<file path="config.mk">
export PLATFORM = sky130hd
export DESIGN_NAME = fb_delay_line_flat
export DESIGN_NICKNAME = d
export VERILOG_FILES = /design/src/rtl/fb_delay_pkg.sv /design/src/rtl/fb_delay_if.sv /design/src/rtl/fb_delay_chan.sv /design/src/rtl/fb_delay_line.sv /design/src/flat_wrapper.sv
export SDC_FILE = /design/constraint.sdc
export NUM_CORES = 1
export LEC_CHECK = 0
export CORE_ASPECT_RATIO = 1.75
export CORE_UTILIZATION = 60
export CTS_CLUSTER_SIZE = 28
export DETAILED_ROUTE_END_ITERATION = 10
export DONT_BUFFER_PORTS = 1
export MAX_ROUTING_LAYER = met4
export PLACE_DENSITY_LB_ADDON = 0.3
export SLEW_MARGIN = 20
export SYNTH_ARGS = -nofsm -noshare
export SYNTH_HDL_FRONTEND = slang
export SYNTH_SLANG_ARGS = --single-unit
export TNS_END_PERCENT = 1
</file>
<file path="constraint.sdc">
create_clock -name clk -period 3.2 [get_ports clk]
set_input_delay 0.16 -clock clk [delete_from_list [all_inputs] [get_ports clk]]
set_output_delay 0.16 -clock clk [all_outputs]
set_load 0.02 [all_outputs]
</file>
<file path="src/rtl/fb_delay_pkg.sv">
// fb_delay_pkg: shared types and constants for the fb_delay_line feedback delay.
//   CH_DEF / DEPTH_DEF : default channel count and shift-register length
//   TAP_W_DEF          : tap-select width for DEPTH_DEF
//   MAJ_TAP_MAX        : highest usable tap when the 3-sample majority filter
//                        is built in (FB_DELAY_MAJORITY_EN)
//   chan_cfg_t         : per-channel {tap, inv} configuration register
//   maj3               : 2-of-3 majority helper
// chan_cfg_t is sized from DEPTH_DEF, so a different depth is selected by
// changing DEPTH_DEF here rather than overriding DEPTH on a single instance.
package fb_delay_pkg;

    localparam int CH_DEF      = 4;
    localparam int DEPTH_DEF   = 16;
    localparam int TAP_W_DEF   = $clog2(DEPTH_DEF);
    localparam int MAJ_TAP_MAX = DEPTH_DEF - 3;

    typedef struct packed {
        logic [TAP_W_DEF-1:0] tap;
        logic                 inv;
    } chan_cfg_t;

    function automatic logic maj3(input logic a, input logic b, input logic c);
        return (a & b) | (a & c) | (b & c);
    endfunction

endpackage

</file>
<file path="src/rtl/fb_delay_if.sv">
// fb_delay_if: strobe, data and config bus of fb_delay_line.
//   en         : shift strobe
//   din        : one input bit per channel
//   cfg_we     : single-cycle config write strobe
//   cfg_ch     : target channel (values >= CH are ignored by the slave)
//   cfg_tap    : new tap for the target channel
//   cfg_inv    : new output polarity for the target channel (1 = inverted)
//   dout       : delayed, polarity-adjusted output per channel
//   dout_valid : per channel, the selected tap holds real data
// master drives the strobe/data/config side; slave is the delay line.
interface fb_delay_if #(
    parameter int CH    = 4,
    parameter int DEPTH = 16,
    parameter int TAP_W = $clog2(DEPTH),
    parameter int CH_W  = (CH > 1) ? $clog2(CH) : 1
);
    logic             en;
    logic [CH-1:0]    din;
    logic             cfg_we;
    logic [CH_W-1:0]  cfg_ch;
    logic [TAP_W-1:0] cfg_tap;
    logic             cfg_inv;
    logic [CH-1:0]    dout;
    logic [CH-1:0]    dout_valid;

    modport master (
        output en, din, cfg_we, cfg_ch, cfg_tap, cfg_inv,
        input  dout, dout_valid
    );

    modport slave (
        input  en, din, cfg_we, cfg_ch, cfg_tap, cfg_inv,
        output dout, dout_valid
    );
endinterface

</file>
<file path="src/rtl/fb_delay_chan.sv">
// fb_delay_chan: one channel of the feedback delay line.
//   clk, rst   : clock, synchronous active-high reset
//   en         : shift strobe, samples din into stage 0
//   din        : channel input bit
//   cfg_we     : write tap/inv of this channel and restart fill tracking
//   cfg_tap    : tap to write
//   cfg_inv    : polarity to write
//   dout       : selected tap xor inv, forced to 0 while not valid
//   dout_valid : enough strobes seen since reset/config to fill the tap
// Optional feature: FB_DELAY_MAJORITY_EN turns the output into a 2-of-3 vote
// over taps tap, tap+1, tap+2 (glitch filter), saturates written taps at
// DEPTH-3 and extends the fill requirement by the two extra stages.
module fb_delay_chan
    import fb_delay_pkg::*;
#(
    parameter int DEPTH = DEPTH_DEF,
    parameter int TAP_W = TAP_W_DEF
) (
    input  logic             clk,
    input  logic             rst,
    input  logic             en,
    input  logic             din,
    input  logic             cfg_we,
    input  logic [TAP_W-1:0] cfg_tap,
    input  logic             cfg_inv,
    output logic             dout,
    output logic             dout_valid
);
`ifdef FB_DELAY_MAJORITY_EN
    localparam int SPAN = 3;
`else
    localparam int SPAN = 1;
`endif
    // One spare bit so tap+SPAN never wraps.
    localparam int FILL_W = TAP_W + 1;

    logic [DEPTH-1:0]  sr;
    chan_cfg_t         cfg_q;
    logic [FILL_W-1:0] fill;
    logic [FILL_W-1:0] fill_max;
    logic [TAP_W-1:0]  tap_wr;
    logic              tap_bit;

`ifdef FB_DELAY_MAJORITY_EN
    localparam logic [TAP_W-1:0] TAP_SAT = TAP_W'(DEPTH - 3);
    // The vote reads two stages past the tap, so keep tap+2 inside the register.
    assign tap_wr = (cfg_tap > TAP_SAT) ? TAP_SAT : cfg_tap;
`else
    assign tap_wr = cfg_tap;
`endif

    // Strobes needed before every stage the output reads holds real data.
    assign fill_max = {1'b0, cfg_q.tap} + FILL_W'(SPAN);

    always_ff @(posedge clk) begin
        if (rst) begin
            sr    <= '0;
            cfg_q <= '0;
            fill  <= '0;
        end else begin
            if (en) begin
                sr <= {sr[DEPTH-2:0], din};
            end
            // A config write keeps the data but restarts fill tracking; the
            // clear wins over a simultaneous strobe.
            if (cfg_we) begin
                cfg_q.tap <= tap_wr;
                cfg_q.inv <= cfg_inv;
                fill      <= '0;
            end else if (en && (fill < fill_max)) begin
                fill <= fill + FILL_W'(1);
            end
        end
    end

`ifdef FB_DELAY_MAJORITY_EN
    logic [TAP_W-1:0] tap1;
    logic [TAP_W-1:0] tap2;
    assign tap1    = cfg_q.tap + TAP_W'(1);
    assign tap2    = cfg_q.tap + TAP_W'(2);
    assign tap_bit = maj3(sr[cfg_q.tap], sr[tap1], sr[tap2]);
`else
    assign tap_bit = sr[cfg_q.tap];
`endif

    assign dout_valid = (fill >= fill_max);
    // Gate after the inversion so an inverted channel still reads 0 until valid.
    assign dout       = dout_valid & (tap_bit ^ cfg_q.inv);

endmodule

</file>
<file path="src/rtl/fb_delay_line.sv">
// fb_delay_line: multi-channel programmable delay line for the cochlea
// feedback path. Each channel is a clocked shift register with a runtime tap,
// optional output inversion and a fill-tracking valid flag.
//   clk : sole clock
//   rst : synchronous active-high reset (clears data, taps, polarity, fill)
//   bus : fb_delay_if slave (en/din strobe, cfg_* write port, dout/dout_valid)
// Outputs are combinational from registers only; config takes effect the
// cycle after cfg_we. Optional feature: FB_DELAY_MAJORITY_EN (3-sample
// majority glitch filter, see fb_delay_chan).
module fb_delay_line
    import fb_delay_pkg::*;
#(
    parameter int CH    = CH_DEF,
    parameter int DEPTH = DEPTH_DEF,
    parameter int TAP_W = $clog2(DEPTH),
    parameter int CH_W  = (CH > 1) ? $clog2(CH) : 1
) (
    input  logic       clk,
    input  logic       rst,
    fb_delay_if.slave  bus
);
    logic [CH-1:0] cfg_we_c;
    logic [CH-1:0] dout_c;
    logic [CH-1:0] valid_c;

    for (genvar c = 0; c < CH; c++) begin : g_ch
        // Exact-match decode: a cfg_ch at or beyond CH selects no channel,
        // so an out-of-range write changes nothing.
        assign cfg_we_c[c] = bus.cfg_we && (bus.cfg_ch == CH_W'(c));

        fb_delay_chan #(
            .DEPTH (DEPTH),
            .TAP_W (TAP_W)
        ) u_chan (
            .clk        (clk),
            .rst        (rst),
            .en         (bus.en),
            .din        (bus.din[c]),
            .cfg_we     (cfg_we_c[c]),
            .cfg_tap    (bus.cfg_tap),
            .cfg_inv    (bus.cfg_inv),
            .dout       (dout_c[c]),
            .dout_valid (valid_c[c])
        );
    end

    assign bus.dout       = dout_c;
    assign bus.dout_valid = valid_c;

endmodule
</file>
<file path="src/flat_wrapper.sv">
// flat-port wrapper written by rule: the top's interface ports become plain ports
module fb_delay_line_flat import fb_delay_pkg::*;
#(
    parameter int CH    = CH_DEF,
    parameter int DEPTH = DEPTH_DEF,
    parameter int TAP_W = $clog2(DEPTH),
    parameter int CH_W  = (CH > 1) ? $clog2(CH) : 1
)
  (clk, rst, bus_en, bus_din, bus_cfg_we, bus_cfg_ch, bus_cfg_tap, bus_cfg_inv, bus_dout, bus_dout_valid);
  fb_delay_if #(.CH(CH), .DEPTH(DEPTH), .TAP_W(TAP_W), .CH_W(CH_W)) bus_i ();
  input  logic clk;
  input  logic rst;
  input wire logic [$bits(bus_i.en)-1:0] bus_en;
  input wire logic [$bits(bus_i.din)-1:0] bus_din;
  input wire logic [$bits(bus_i.cfg_we)-1:0] bus_cfg_we;
  input wire logic [$bits(bus_i.cfg_ch)-1:0] bus_cfg_ch;
  input wire logic [$bits(bus_i.cfg_tap)-1:0] bus_cfg_tap;
  input wire logic [$bits(bus_i.cfg_inv)-1:0] bus_cfg_inv;
  output wire logic [$bits(bus_i.dout)-1:0] bus_dout;
  output wire logic [$bits(bus_i.dout_valid)-1:0] bus_dout_valid;
  assign bus_i.en = bus_en;
  assign bus_i.din = bus_din;
  assign bus_i.cfg_we = bus_cfg_we;
  assign bus_i.cfg_ch = bus_cfg_ch;
  assign bus_i.cfg_tap = bus_cfg_tap;
  assign bus_i.cfg_inv = bus_cfg_inv;
  assign bus_dout = bus_i.dout;
  assign bus_dout_valid = bus_i.dout_valid;
  fb_delay_line #(.CH(CH), .DEPTH(DEPTH), .TAP_W(TAP_W), .CH_W(CH_W)) u_core (.clk(clk), .rst(rst), .bus(bus_i));
endmodule
</file>
==> run summary <==
Gp weighted congestion: 0.910
Initial antenna violation count: 2
Syn_nets: 581
PortBufs: 0
Top post-synthesis cells by count: dfxtp_1 (104), nor2_1 (91), mux2i_1 (89)
NumNets Final: 576
Critical Path AT: 2.79 ns
Period utilization: 0.923
Die Ht: 126 microns
CP Max Fanout: 8
Relative slew slack: 0.462
CORE AREA: 8370 sq um
Tmin final: 2.95 ns
Io pins: 23
Synthesized cell area: 5240 sq um
Post-placement setup slack: 0.596 ns
Total die area: 9120 sq um
Part of the power in registers: 0.495
Worst min-delay path class: in2reg
CTS H-tree lvls: 3
Layout cells sized above 1: 0.0799
Total grt overflow: 0
Cell taking the most area after synthesis: dfxtp_1
CTS tree: done
Max Cap Viol: 0
Worst Setup Start Kind: flop
Final setup violation count: 0
Routed WL: 10,600 microns
Post-CTS sizing: 0
Worst-Skew Late Latency: 0.35 ns
Final hold violation count: 0
RSZ-0062 raised after global routing: no
Ys flop type: dfxtp_1
TritonRoute pass-1 iters: 4
Setup TNS: 0 ns
Cells after Synth: 538
Vias in the first global route: 3,927
Endpoint class of the critical path: output pin
Area Overhead vs Synth: 9.20%
Sw Ratio: 0.242
Yosys Warn Count: 0
Crit Path Class: reg2out
Synth area leaders: dfxtp_1 (40%), mux2i_1 (17%), ha_1 (6.7%)
Tot GR Track Use: 0.257
DRT iter0 DRCs: 160
Num CTS Buffers: 9
First-pass GRT wire length: 17,700 microns
Synth Area per Inst: 9.73 sq um
Cell variety after synth: 35
PwrDens: 477 nW/um^2
Comb pwr share: 0.105
Site row count: 44
Horiz. Die Dim: 72.6 microns
Starting density of the core: 0.626
Largest net degree at the start of global routing: 85
Area share of the largest cell type after synthesis: 0.398
Internal power: 2070 uW
Psw: 659 uW
Clk sinks: 104
Critical path required time: 3.04 ns
Worst Skew: 0.00765 ns
#FFs+latches synth: 104
Worst setup margin: 0.246 ns
Max Clk Rate: 338 MHz
DRC: 0
Dpl hpwl: 7070 microns
Clk buf depth: 2
Reg clk slew, reported paths: 0.06 ns
DR vias: 3,867
Clock Tree Root: clkbuf_16
Antenna Nets Post-Route: 0
Worst ir drop on vdd: 377 uV
DR vias/cell: 5.90
Wire per inst: 16.2 microns
Slew Limit Fails: 0
Asr flop ratio synth: 0
Leakage: 0.00236 uW
Clock power frac: 0.400
Post-CTS setup buffer count: 0
Sequential-to-total area share from yosys stat: 0.398
Status: complete, no violations
Cell with the most instances after synthesis: dfxtp_1
Post-synth EDFFs: 0
Tightest Pin Transition: 0.798 ns
==> through the flow <==
stage / cells / util / power, uW / instance area, sq um / hold slack [ns]
2_1_floorplan: 538 / - / 1620 / 5240 / 0.299
6_report: 655 / 0.683 / 2730 / 5720 / 0.0190
5_1_grt: 655 / 0.683 / 2840 / 5720 / 0.00954
3_3_place_gp: 623 / 0.626 / 1590 / 5240 / 0.244
4_1_cts: 652 / 0.682 / 2750 / 5700 / 0.00252
3_5_place_dp: 623 / 0.626 / 1610 / 5240 / 0.247
==> metal layers <==
layer / global-route usage / part of all wire
met1: 0.243 / 0.38
met2: 0.463 / 0.55
met3: 0.0669 / 0.041
met4: 0.128 / 0.031
met5: - / 0
==> area by class of cell <==
type	count	area [sq um]
sequential	104	2080
antenna	2	5.00
multi-input combinational	382	2910
timing repair buffer	19	213
tap	115	144
clock buffer	12	246
clock inverter	4	53.8
inverter	17	63.8
fill	659	2650
==> sequential cells by signal, indices dropped and copies added, names as in the netlist <==
signal	flops
u_core.g_ch.u_chan.sr	64
u_core.g_ch.u_chan.cfg_q	20
u_core.g_ch.u_chan.fill	20
==> timing repair <==
action,CTS,global route
endpoints found under the hold margin,84,1
hold buffers,13,1
endpoints found under the setup margin,0,0
==> cell families (layout without fill, tap and decap cells) <==
family,count (synthesis),in the layout,synth area share
AOI/OAI and AO/OA,65,65,0.0743
xor gates and xnor gates,9,9,0.0151
muxes,107,107,0.248
other,0,2,0
DFF,104,104,0.398
buffers and inverters,52,52,0.0466
adders and majority gates,28,28,0.0669
and+or+nand+nor,173,173,0.152
==> critical path, cell delays in order (launching register included) <==
cell and delay [ns]:
dfxtp_1 0.56, ha_1 0.27, nand3_1 0.11, ha_1 0.35, nand4_1 0.14, o21ai_0 0.61, a21boi_0 0.25, buf_4 0.17
==> power groups by stage <==
stage	Clock (uW)	Sequential [uW]	Combinational [uW]
2_1_floorplan	0	1360	254
3_3_place_gp	0	1380	217
3_5_place_dp	0	1380	227
4_1_cts	1110	1350	285
5_1_grt	1170	1350	314
6_report	1090	1350	287
==> final timing paths <==
check                                                    from                                    endpoint  slack, ns  cells past startpoint
hold / removal                                            rst  u_core.g_ch[0].u_chan.fill[2]$_SDFFE_PP0P_       0.02                      2
setup reg to reg  u_core.g_ch[1].u_chan.cfg_q[1]$_SDFFE_PP0P_  u_core.g_ch[1].u_chan.fill[4]$_SDFFE_PP0P_       0.66                      7
setup / recovery  u_core.g_ch[3].u_chan.cfg_q[1]$_SDFFE_PP0P_                                 bus_dout[3]       0.25                      7
hold reg to reg    u_core.g_ch[2].u_chan.fill[4]$_SDFFE_PP0P_  u_core.g_ch[2].u_chan.fill[4]$_SDFFE_PP0P_       0.50                      2
==> layout by cell type, fill, tap and decap left out, types with 4 or more instances in the layout <==
cell           netlist  routed
nand3_1             21      21
dlygate4sd3_1        0      12
nor4_1               7       7
nand2b_1             7       7
nor2b_1              8       8
ha_1                28      28
nand3b_1             5       5
a21oi_1             22      22
dfxtp_1            104     104
a31o_2               6       6
mux2i_1             89      89
o21a_1               8       8
nand4_1             10      10
o21ai_0             20      20
inv_1               17      17
xor2_1               5       5
nand2_1             17      17
clkbuf_16            0       9
mux4_2              14      14
xnor2_1              4       4
buf_4                8       5
nor2_1              91      91
Note: power is estimated with default switching activity, not from simulation.
